File: config.mk
export PLATFORM = sky130hd
export DESIGN_NAME = img_packet_gen
export DESIGN_NICKNAME = d
export VERILOG_FILES = /design/src/rtl/img_pkt_pkg.sv /design/src/rtl/img_pkt_parity.sv /design/src/rtl/img_packet_gen.sv
export SDC_FILE = /design/constraint.sdc
export NUM_CORES = 1
export LEC_CHECK = 0
export BUFFER_PORTS_ARGS = -buffer_cell sky130_fd_sc_hd__buf_2
export CAP_MARGIN = 30
export CORE_UTILIZATION = 40
export DETAILED_ROUTE_END_ITERATION = 12
export PLACE_DENSITY = 0.58
export SLEW_MARGIN = 20
export SYNTH_ARGS = -nofsm -noshare
export SYNTH_HDL_FRONTEND = slang
export SYNTH_HIERARCHICAL = 1
export SYNTH_SLANG_ARGS = --single-unit
export TNS_END_PERCENT = 1
File: constraint.sdc
create_clock -name clk -period 3.45 [get_ports clk]
set_input_delay 0.345 -clock clk [delete_from_list [all_inputs] [get_ports clk]]
set_output_delay 0.345 -clock clk [all_outputs]
set_load 0.1 [all_outputs]
File: src/rtl/img_pkt_pkg.sv
// rtl/img_pkt_pkg.sv - shared state codes, trailer sizes and frame-info field positions for img_packet_gen
package img_pkt_pkg;

  localparam logic [2:0] ST_IDLE       = 3'd0;
  localparam logic [2:0] ST_WR_DATA    = 3'd1;
  localparam logic [2:0] ST_PARITY     = 3'd2;
  localparam logic [2:0] ST_FRAME_INFO = 3'd3;
  localparam logic [2:0] ST_FLUSH      = 3'd4;
  localparam logic [2:0] ST_DONE       = 3'd5;

  localparam int PARITY_WORDS = 4;
  localparam int INFO_WORDS   = 4;

  localparam int DW0_MODE_LSB  = 0;
  localparam int DW0_TYPE_LSB  = 8;
  localparam int DW0_TRUNC_BIT = 16;
  localparam int DW0_OVF_BIT   = 17;

  localparam logic [7:0] MODE_2D = 8'd0;
  localparam logic [7:0] MODE_3D = 8'd1;

endpackage

File: src/rtl/img_pkt_parity.sv
// rtl/img_pkt_parity.sv - DATA_W-wide XOR accumulator with synchronous clear and enable
module img_pkt_parity #(
  parameter int DATA_W = 32
) (
  input  logic              clk,
  input  logic              rst_n,
  input  logic              clr,
  input  logic              en,
  input  logic [DATA_W-1:0] data,
  output logic [DATA_W-1:0] parity
);

  logic [DATA_W-1:0] acc_q;
  logic [DATA_W-1:0] acc_d;

  always_comb begin
    acc_d = acc_q;
    if (clr) begin
      acc_d = '0;
    end else if (en) begin
      acc_d = acc_q ^ data;
    end
  end

  always_ff @(posedge clk) begin
    if (!rst_n) begin
      acc_q <= '0;
    end else begin
      acc_q <= acc_d;
    end
  end

  assign parity = acc_q;

endmodule

File: src/rtl/img_packet_gen.sv
// rtl/img_packet_gen.sv - frame packetiser: data words, then a one-line trailer (parity, frame info, padding)
// IMG_PKT_TIMESTAMP_EN puts the frame-start cycle count into info dword 2.
module img_packet_gen
  import img_pkt_pkg::*;
#(
  parameter int    DATA_W     = 32,
  parameter int    PIX_SIZE   = 8,
  parameter int    LINE_SIZE  = 1024,
  parameter int    IMAGE_SIZE = 1048576,
  parameter string PKT_MODE   = "2D"
) (
  input  logic              clk,
  input  logic              rst_n,
  input  logic [DATA_W-1:0] data_in,
  input  logic              data_in_valid,
  input  logic              frame_start,
  input  logic [1:0]        frame_type_i,
  input  logic              wr2ddr_en,
  input  logic              fifo_full,
  output logic [DATA_W-1:0] fifo_wrdata,
  output logic              fifo_wren,
  output logic              fifo_overflow,
  output logic              frame_store,
  output logic [1:0]        frame_type_o,
  output logic              frame_trunc,
  output logic              busy
);

  localparam logic [31:0] LINE_NUM  = 32'(LINE_SIZE * PIX_SIZE / DATA_W);
  localparam logic [31:0] WR_NUM    = 32'(IMAGE_SIZE * PIX_SIZE / DATA_W);
  localparam logic [31:0] PAR_LAST  = 32'(PARITY_WORDS - 1);
  localparam logic [31:0] INFO_LAST = 32'(PARITY_WORDS + INFO_WORDS - 1);
  localparam logic        IS_3D     = (PKT_MODE == "3D");
  localparam logic [7:0]  MODE_CODE = IS_3D ? MODE_3D : MODE_2D;

  logic [DATA_W-1:0] data_q;
  logic              valid_q, fs_q, fs_qq, wr_en_q;
  logic [1:0]        type_in_q;

  logic [2:0]        state_q, state_d;
  logic [31:0]       trl_cnt_q, trl_cnt_d;
  logic [31:0]       word_cnt_q, word_cnt_d;
  logic [15:0]       drop_cnt_q, drop_cnt_d;
  logic [31:0]       frame_cnt_q, frame_cnt_d;
  logic              store_en_q, store_en_d;
  logic              trunc_q, trunc_d;
  logic              ovf_frame_q, ovf_frame_d;
  logic              ovf_q, ovf_d;
  logic [1:0]        type_q, type_d;
  logic [DATA_W-1:0] wrdata_q, wrdata_d;
  logic              wren_q, wren_d;
  logic              store_pls_q, store_pls_d;
  logic              trunc_pls_q, trunc_pls_d;

  logic              rise, par_clr, par_en;
  logic [DATA_W-1:0] parity;
  logic [DATA_W-1:0] trailer_word;
  logic [31:0]       info_dw;
  logic [31:0]       ts_dw;

  assign rise = fs_q & ~fs_qq;

  img_pkt_parity #(.DATA_W(DATA_W)) u_parity (
    .clk    (clk),
    .rst_n  (rst_n),
    .clr    (par_clr),
    .en     (par_en),
    .data   (data_q),
    .parity (parity)
  );

`ifdef IMG_PKT_TIMESTAMP_EN
  logic [31:0] ts_cnt_q, ts_cnt_d, ts_cap_q, ts_cap_d;

  assign ts_cnt_d = ts_cnt_q + 32'd1;
  assign ts_cap_d = (state_q == ST_IDLE && rise) ? ts_cnt_q : ts_cap_q;

  always_ff @(posedge clk) begin
    if (!rst_n) begin
      ts_cnt_q <= '0;
      ts_cap_q <= '0;
    end else begin
      ts_cnt_q <= ts_cnt_d;
      ts_cap_q <= ts_cap_d;
    end
  end

  assign ts_dw = ts_cap_q;
`else
  assign ts_dw = 32'd0;
`endif

  // Info dword index equals trl_cnt[1:0] because the info block sits at trailer words 4..7.
  always_comb begin
    info_dw = '0;
    case (trl_cnt_q[1:0])
      2'd0: begin
        info_dw[DW0_OVF_BIT]         = ovf_frame_q;
        info_dw[DW0_TRUNC_BIT]       = trunc_q;
        info_dw[DW0_TYPE_LSB +: 2]   = type_q;
        info_dw[DW0_MODE_LSB +: 8]   = MODE_CODE;
      end
      2'd1:    info_dw = {drop_cnt_q, word_cnt_q[15:0]};
      2'd2:    info_dw = ts_dw;
      default: info_dw = frame_cnt_q;
    endcase
    trailer_word = '0;
    if (state_q == ST_PARITY && trl_cnt_q == 32'd0) begin
      trailer_word = parity;
    end else if (state_q == ST_FRAME_INFO) begin
      trailer_word = DATA_W'(info_dw);
    end
  end

  always_comb begin
    state_d     = state_q;
    trl_cnt_d   = trl_cnt_q;
    word_cnt_d  = word_cnt_q;
    drop_cnt_d  = drop_cnt_q;
    frame_cnt_d = frame_cnt_q;
    store_en_d  = store_en_q;
    trunc_d     = trunc_q;
    ovf_frame_d = ovf_frame_q;
    ovf_d       = ovf_q;
    type_d      = type_q;
    wrdata_d    = '0;
    wren_d      = 1'b0;
    store_pls_d = 1'b0;
    trunc_pls_d = 1'b0;
    par_clr     = 1'b0;
    par_en      = 1'b0;
    case (state_q)
      ST_IDLE: begin
        if (rise) begin
          state_d     = ST_WR_DATA;
          type_d      = type_in_q;
          par_clr     = 1'b1;
          word_cnt_d  = '0;
          drop_cnt_d  = '0;
          trl_cnt_d   = '0;
          trunc_d     = 1'b0;
          ovf_frame_d = 1'b0;
          store_en_d  = wr_en_q & (IS_3D | (type_in_q == 2'd0));
        end
      end
      ST_WR_DATA: begin
        if (rise) begin
          trunc_pls_d = 1'b1;
          trunc_d     = 1'b1;
          state_d     = ST_PARITY;
        end else if (valid_q) begin
          word_cnt_d = word_cnt_q + 32'd1;
          if (fifo_full) begin
            ovf_d       = 1'b1;
            ovf_frame_d = 1'b1;
            if (drop_cnt_q != 16'hFFFF) begin
              drop_cnt_d = drop_cnt_q + 16'd1;
            end
          end else begin
            par_en   = 1'b1;
            wren_d   = store_en_q;
            wrdata_d = data_q;
          end
          if (word_cnt_d == WR_NUM) begin
            state_d = ST_PARITY;
          end
        end
      end
      ST_PARITY, ST_FRAME_INFO, ST_FLUSH: begin
        if (!fifo_full) begin
          wren_d    = store_en_q;
          wrdata_d  = trailer_word;
          trl_cnt_d = trl_cnt_q + 32'd1;
          if (trl_cnt_q == LINE_NUM - 32'd1) begin
            state_d = ST_DONE;
          end else if (trl_cnt_q == PAR_LAST) begin
            state_d = ST_FRAME_INFO;
          end else if (trl_cnt_q == INFO_LAST) begin
            state_d = ST_FLUSH;
          end
        end
      end
      ST_DONE: begin
        state_d = ST_IDLE;
        if (store_en_q) begin
          store_pls_d = 1'b1;
          frame_cnt_d = frame_cnt_q + 32'd1;
        end
      end
      default: state_d = ST_IDLE;
    endcase
    if (!wr_en_q) begin
      store_en_d = 1'b0;
    end
  end

  always_ff @(posedge clk) begin
    if (!rst_n) begin
      data_q      <= '0;
      valid_q     <= 1'b0;
      fs_q        <= 1'b0;
      fs_qq       <= 1'b0;
      wr_en_q     <= 1'b0;
      type_in_q   <= '0;
      state_q     <= ST_IDLE;
      trl_cnt_q   <= '0;
      word_cnt_q  <= '0;
      drop_cnt_q  <= '0;
      frame_cnt_q <= '0;
      store_en_q  <= 1'b0;
      trunc_q     <= 1'b0;
      ovf_frame_q <= 1'b0;
      ovf_q       <= 1'b0;
      type_q      <= '0;
      wrdata_q    <= '0;
      wren_q      <= 1'b0;
      store_pls_q <= 1'b0;
      trunc_pls_q <= 1'b0;
    end else begin
      data_q      <= data_in;
      valid_q     <= data_in_valid;
      fs_q        <= frame_start;
      fs_qq       <= fs_q;
      wr_en_q     <= wr2ddr_en;
      type_in_q   <= frame_type_i;
      state_q     <= state_d;
      trl_cnt_q   <= trl_cnt_d;
      word_cnt_q  <= word_cnt_d;
      drop_cnt_q  <= drop_cnt_d;
      frame_cnt_q <= frame_cnt_d;
      store_en_q  <= store_en_d;
      trunc_q     <= trunc_d;
      ovf_frame_q <= ovf_frame_d;
      ovf_q       <= ovf_d;
      type_q      <= type_d;
      wrdata_q    <= wrdata_d;
      wren_q      <= wren_d;
      store_pls_q <= store_pls_d;
      trunc_pls_q <= trunc_pls_d;
    end
  end

  assign fifo_wrdata   = wrdata_q;
  assign fifo_wren     = wren_q;
  assign fifo_overflow = ovf_q;
  assign frame_store   = store_pls_q;
  assign frame_type_o  = type_q;
  assign frame_trunc   = trunc_pls_q;
  assign busy          = (state_q != ST_IDLE);

endmodule
# [Word level (Yosys, flattened, before mapping)]
# Index checks and enable logic that the tools add are counted.
[totals] reg_bits=226 latch_bits=0 mem_bits_rw=0 rom_bits=0 in_bits=40 out_inout_bits=39 word_cells=126 memories=0
[op_classes] addsub=4 multipliers=0 n_div=0 n_lt_le_gt_ge=0 n_eq_ne=22 shift=0 n_mux=50 bitwise_logic=6 n_reduce_logical=23
[op_table] cell="2-to-1 mux 32 bit" count=10
[op_table] cell="one-hot mux 32 bit (2 select lines)" count=3
[op_table] cell="adder 32 x 1 -> 32 bit, second input constant" count=3
[op_table] cell="2-to-1 mux 16 bit" count=5
[op_table] cell="== test 32 x 19 -> 1 bit, second input constant" count=1
[op_table] cell="== test 32 x 2 -> 1 bit, second input constant" count=1
[op_table] cell="== test 32 x 3 -> 1 bit, second input constant" count=1
[op_table] cell="== test 32 x 8 -> 1 bit, second input constant" count=1
[op_table] cell="logical NOT 32 bit" count=1
[op_table] cell="one-hot mux 16 bit (2 select lines)" count=1
[op_table] cell="XOR 32 bit" count=1
[op_table] cell="one-hot mux 10 bit (3 select lines)" count=1
[op_table] cell="one-hot mux 14 bit (2 select lines)" count=1
[op_table] cell="2-to-1 mux 3 bit" count=8
[op_table] cell="adder 16 x 1 -> 16 bit, second input constant" count=1
[op_table] cell="!= test 16 bit, second input constant" count=1
[op_table] cell="2-to-1 mux 1 bit" count=15
[op_table] cell="!= test 2 bit, second input constant" count=7
[op_table] cell="one-hot mux 6 bit (2 select lines)" count=1
[op_table] cell="AND reduction 2 bit" count=5
[op_table] cell="AND reduction 5 bit" count=2
[op_table] cell="one-hot mux 3 bit (3 select lines)" count=1
[op_table] cell="AND reduction 4 bit" count=2
[op_table] cell="== test 3 x 2 -> 1 bit, second input constant" count=2
[op_table] cell="19 further kinds" count=30

# [Logic depth before layout (Yosys ltp)]
[depth] depth_word=7 ltp_mapped=11 mapped_depth_nobuf=8

# [By module]
# Netlist, hierarchy kept.
[modules_own_cells] module="img_packet_gen" instances=1 cells_per_inst=1154 area_per_inst_um2=9295.2 seq_area_each_um2=3883.7
[modules_own_cells] module="img_pkt_parity" instances=1 cells_per_inst=139 area_per_inst_um2=1562.7 seq_area_each_um2=640.6

# [Worst setup path before layout]
# OpenSTA, ideal clock, no wires.
[synth_path] path_kind="reg2reg" startpoint="register word_cnt_q[1]" endpoint="register state_q[1]" setup_time_ns=0.096 t_arrival_ns=2.317 t_required_ns=3.354 path_slack_ns=1.037 path_stages_with_launch=10 n_path_buf=1 synth_period_minus_slack_ns=2.413 cell_sequence="dfxtp_1 -> ha_1 -> and3_1 -> and4_1 -> buf_2 -> and4_1 -> o22ai_1 -> nor4_1 -> a21oi_2 -> o41ai_2"
[synth_via] elab_chain_cells=4
[synth_rtl] element="from (decl)" line="img_packet_gen.sv:42" rtl="logic [31:0] word_cnt_q, word_cnt_d;"
[synth_rtl] element="from (signal assigned)" line="img_packet_gen.sv:228" rtl="word_cnt_q <= word_cnt_d;"
[synth_rtl] element="adder 32 x 1 -> 32 bit" line="img_packet_gen.sv:152" rtl="word_cnt_d = word_cnt_q + 32'd1;"
[synth_rtl] element="== test 32 x 19 -> 1 bit" line="img_packet_gen.sv:164" rtl="if (word_cnt_d == WR_NUM) begin"
[synth_rtl] element="!= test 3 bit (no line)"
[synth_rtl] element="AND reduction 5 bit (no line)"
[synth_rtl] element="to (signal assigned)" line="img_packet_gen.sv:226" rtl="state_q <= state_d;"
[synth_rtl] element="to (decl)" line="img_packet_gen.sv:40" rtl="logic [2:0] state_q, state_d;"
# No other way between the ends.
# A chain may end at the register's enable or synchronous reset.

# [Worst setup path after layout]
[layout_path] startpoint="register word_cnt_q[0]" endpoint="register state_q[1]"
# The elaborated chain is that of the path after synthesis.

==> flow_metrics.env <==
export IMPL_fp_dieH_um=166.8
export IMPL_p_leak_nw=4.425
export IMPL_maxSlewViolCount=0
export IMPL_hp_class="input pin to flop"
export IMPL_drive_gt1_frac=0.1391
export IMPL_place_congestion=0.8550
export IMPL_core_area_um2=26350
export IMPL_synth_seq_cells=226
export IMPL_grt_pass1_vias=8592
export IMPL_pre_cts_ws_ns=0.5136
export IMPL_area_growth_pct=13.06
export IMPL_vias_per_cell=5.468
export IMPL_wire_per_inst_um=16.15
export IMPL_setup_violations_final=0
export IMPL_path_max_fanout=14
export IMPL_end_kind="flop"
export IMPL_power_density_nw_per_um2=515.6
export IMPL_insertion_delay_ns=0.53
export IMPL_rows=59
export IMPL_fin_nets=1374
export IMPL_post_cts_resized=0
export IMPL_cts_hold_buffers=0
export IMPL_cts_tree="done"
export IMPL_cts_buffer_depth=3
export IMPL_synthArstFlopShare=0
export IMPL_slew_headroom=0.3924
export IMPL_required_ns=3.88
export IMPL_fin_ws_ns=0.4908
export IMPL_synth_top_area_frac=0.4167
export IMPL_netlist_instances=1293
export IMPL_fin_setup_tns_ns=0
export IMPL_synth_area_leader_cell="dfxtp_1"
export IMPL_cts_root_buf="clkbuf_16"
export IMPL_ioPinCount=79
export IMPL_firstDrtPassIters=5
export IMPL_layout_min_cycle_time_ns=2.959
export IMPL_synth_avg_cell_area_um2=8.397
export IMPL_gr_total_overflow=0
export IMPL_hpwl_mm=18.35
export IMPL_irDropWorstVdd_mv=0.4387
export IMPL_drc=0
export IMPL_synth_edf_count=0
export IMPL_grt_usage=0.1958
export IMPL_ys_seq_area_frac=0.4167
export IMPL_start_util=0.4120
export IMPL_ant_nets=0
export IMPL_die_w_um=166.8
export IMPL_drt_initial_drc_count=671
export IMPL_status="complete, no violations"
export IMPL_vias=9181
export IMPL_path_clk_slew_ns=0.06
export IMPL_cts_buffers=25
export IMPL_grt_pass1_wl_mm=45.00
export IMPL_period_share=0.8577
export IMPL_synth_area_um2=10860
export IMPL_antenna_found_initial=2
export IMPL_clock_sinks=226
export IMPL_cap_violations=0
export IMPL_synth_commonest_cells="dfxtp_1 (226), nor2_1 (162), nand2_1 (99), o21ai_0 (79), a21oi_1 (73)"
export IMPL_whs_ns=0.02585
export IMPL_ys_types=70
export IMPL_yosys_cell_count_top_type="dfxtp_1"
export IMPL_synthTopCellsByArea="dfxtp_1 (42%), nor2_1 (5.6%), o21ai_0 (3.6%)"
export IMPL_grt_setup_unrepaired="no"
export IMPL_die_area_um2=27810
export IMPL_yosys_warnings=6
export IMPL_io_buffers=78
export IMPL_hold_violations=0
export IMPL_grt_max_degree=46
export IMPL_start_kind="flop"
export IMPL_num_antenna_cells=0
export IMPL_synthFlopType="dfxtp_1"
export IMPL_cts_max_level=1
export IMPL_synth_nets=1340
export IMPL_fmax_mhz=337.9
export IMPL_worstSetupPathType="flop to flop"
export IMPL_worst_clock_skew_ns=0.009640
export IMPL_postCtsSetupRepairBufs=0
export IMPL_cp_arrival_ns=3.39
export IMPL_tightestPinTransition_ns=0.9114
export IMPL_drt_total_wl_mm=27.12
power breakdown:
part	internal, W	switching [W]
Sequential	0.00267	0.0000711
Combinational	0.000236	0.000696
Clock	0.00161	0.00105
Total	0.00451	0.00182
state kept, by name (all words and copies together), names as in the netlist:
signal / cells
data_q: 32
fifo_wrdata: 32
frame_cnt_q: 32
trl_cnt_q: 32
u_parity/parity: 32
word_cnt_q: 32
drop_cnt_q: 16
state_q: 3
frame_type_o: 2
type_in_q: 2
fifo_overflow: 1
fifo_wren: 1
frame_store: 1
frame_trunc: 1
fs_q: 1
fs_qq: 1
ovf_frame_q: 1
store_en_q: 1
trunc_q: 1
valid_q: 1
wr_en_q: 1
final timing paths:
path	from	to	slack (ns)	depth (start not counted)
worst max register to register	word_cnt_q[0]$_SDFFE_PN0P_	state_q[1]$_SDFFE_PN0P_	0.49	8
worst min-delay path	data_in[2]	data_q[2]$_SDFF_PN0_	0.03	2
worst max-delay path	word_cnt_q[0]$_SDFFE_PN0P_	state_q[1]$_SDFFE_PN0P_	0.49	8
worst min register to register	wr_en_q$_SDFF_PN0_	store_en_q$_SDFFE_PN0P_	0.44	2
stage by stage:
stage / total power [W] / cells / instance area (um^2) / utilization
final: 0.006329 / 1679 / 12280 / 0.4658
after global routing: 0.006595 / 1679 / 12280 / 0.4658
after CTS: 0.006405 / 1679 / 12280 / 0.4658
after detailed placement: 0.003726 / 1635 / 11460 / 0.4347
after global placement: 0.003718 / 1635 / 11450 / 0.4346
after floorplan: 0.003444 / 1293 / 10860 / -
cells by family after synthesis:
kind of cell | Yosys count | share of synthesized area
AOI/OAI and AO/OA | 319 | 0.2025
xor gates and xnor gates | 70 | 0.05646
adders and majority gates | 7 | 0.008066
buffers and inverters | 105 | 0.04356
DFF | 226 | 0.4167
muxes | 3 | 0.002766
and+or+nand+nor | 563 | 0.2700
layout by cell type, fill, tap and decap left out, types with 7 or more instances in the layout:
cell	count
nor3_1	22
nand3_1	43
a22oi_1	36
o21ai_0	79
nand4_1	29
a21oi_2	29
nor4_1	21
a21bo_1	28
inv_1	14
clkbuf_16	25
and2_1	42
ha_1	7
a31oi_1	15
or3_1	19
dfxtp_1	226
buf_2	78
and4_1	19
nand3b_1	35
a21oi_1	73
xnor2_1	25
nor2_1	161
nand2_1	98
buf_4	16
xor2_1	45
and3_1	47
critical path, stage by stage, from the launching register on:
cell and delay, ns:
dfxtp_1 0.56, ha_1 0.34, and3_1 0.28, and4_1 0.48
a21boi_0 0.15, a2111oi_0 0.40, and4_1 0.30, a21oi_2 0.10
o41ai_2 0.27
cell type report:
| class | count | area, um^2 |
|---|---|---|
| clock buffer | 37 | 730.7 |
| timing repair buffer | 97 | 570.5 |
| sequential | 226 | 4524 |
| multi-input combinational | 962 | 5886 |
| tap | 335 | 419.2 |
| fill | 2589 | 14080 |
| clock inverter | 7 | 88.84 |
| inverter | 15 | 56.30 |
metal layers:
metal | global-route usage | routed length [um] | vias up
met5 | 0 | 0 | -
met4 | 0.04388 | 497 | 0
met3 | 0.02733 | 1038 | 36
met2 | 0.3100 | 11840 | 178
met1 | 0.2807 | 13750 | 4270
li1 | - | - | 4697
(Power assumes the default switching activity.)
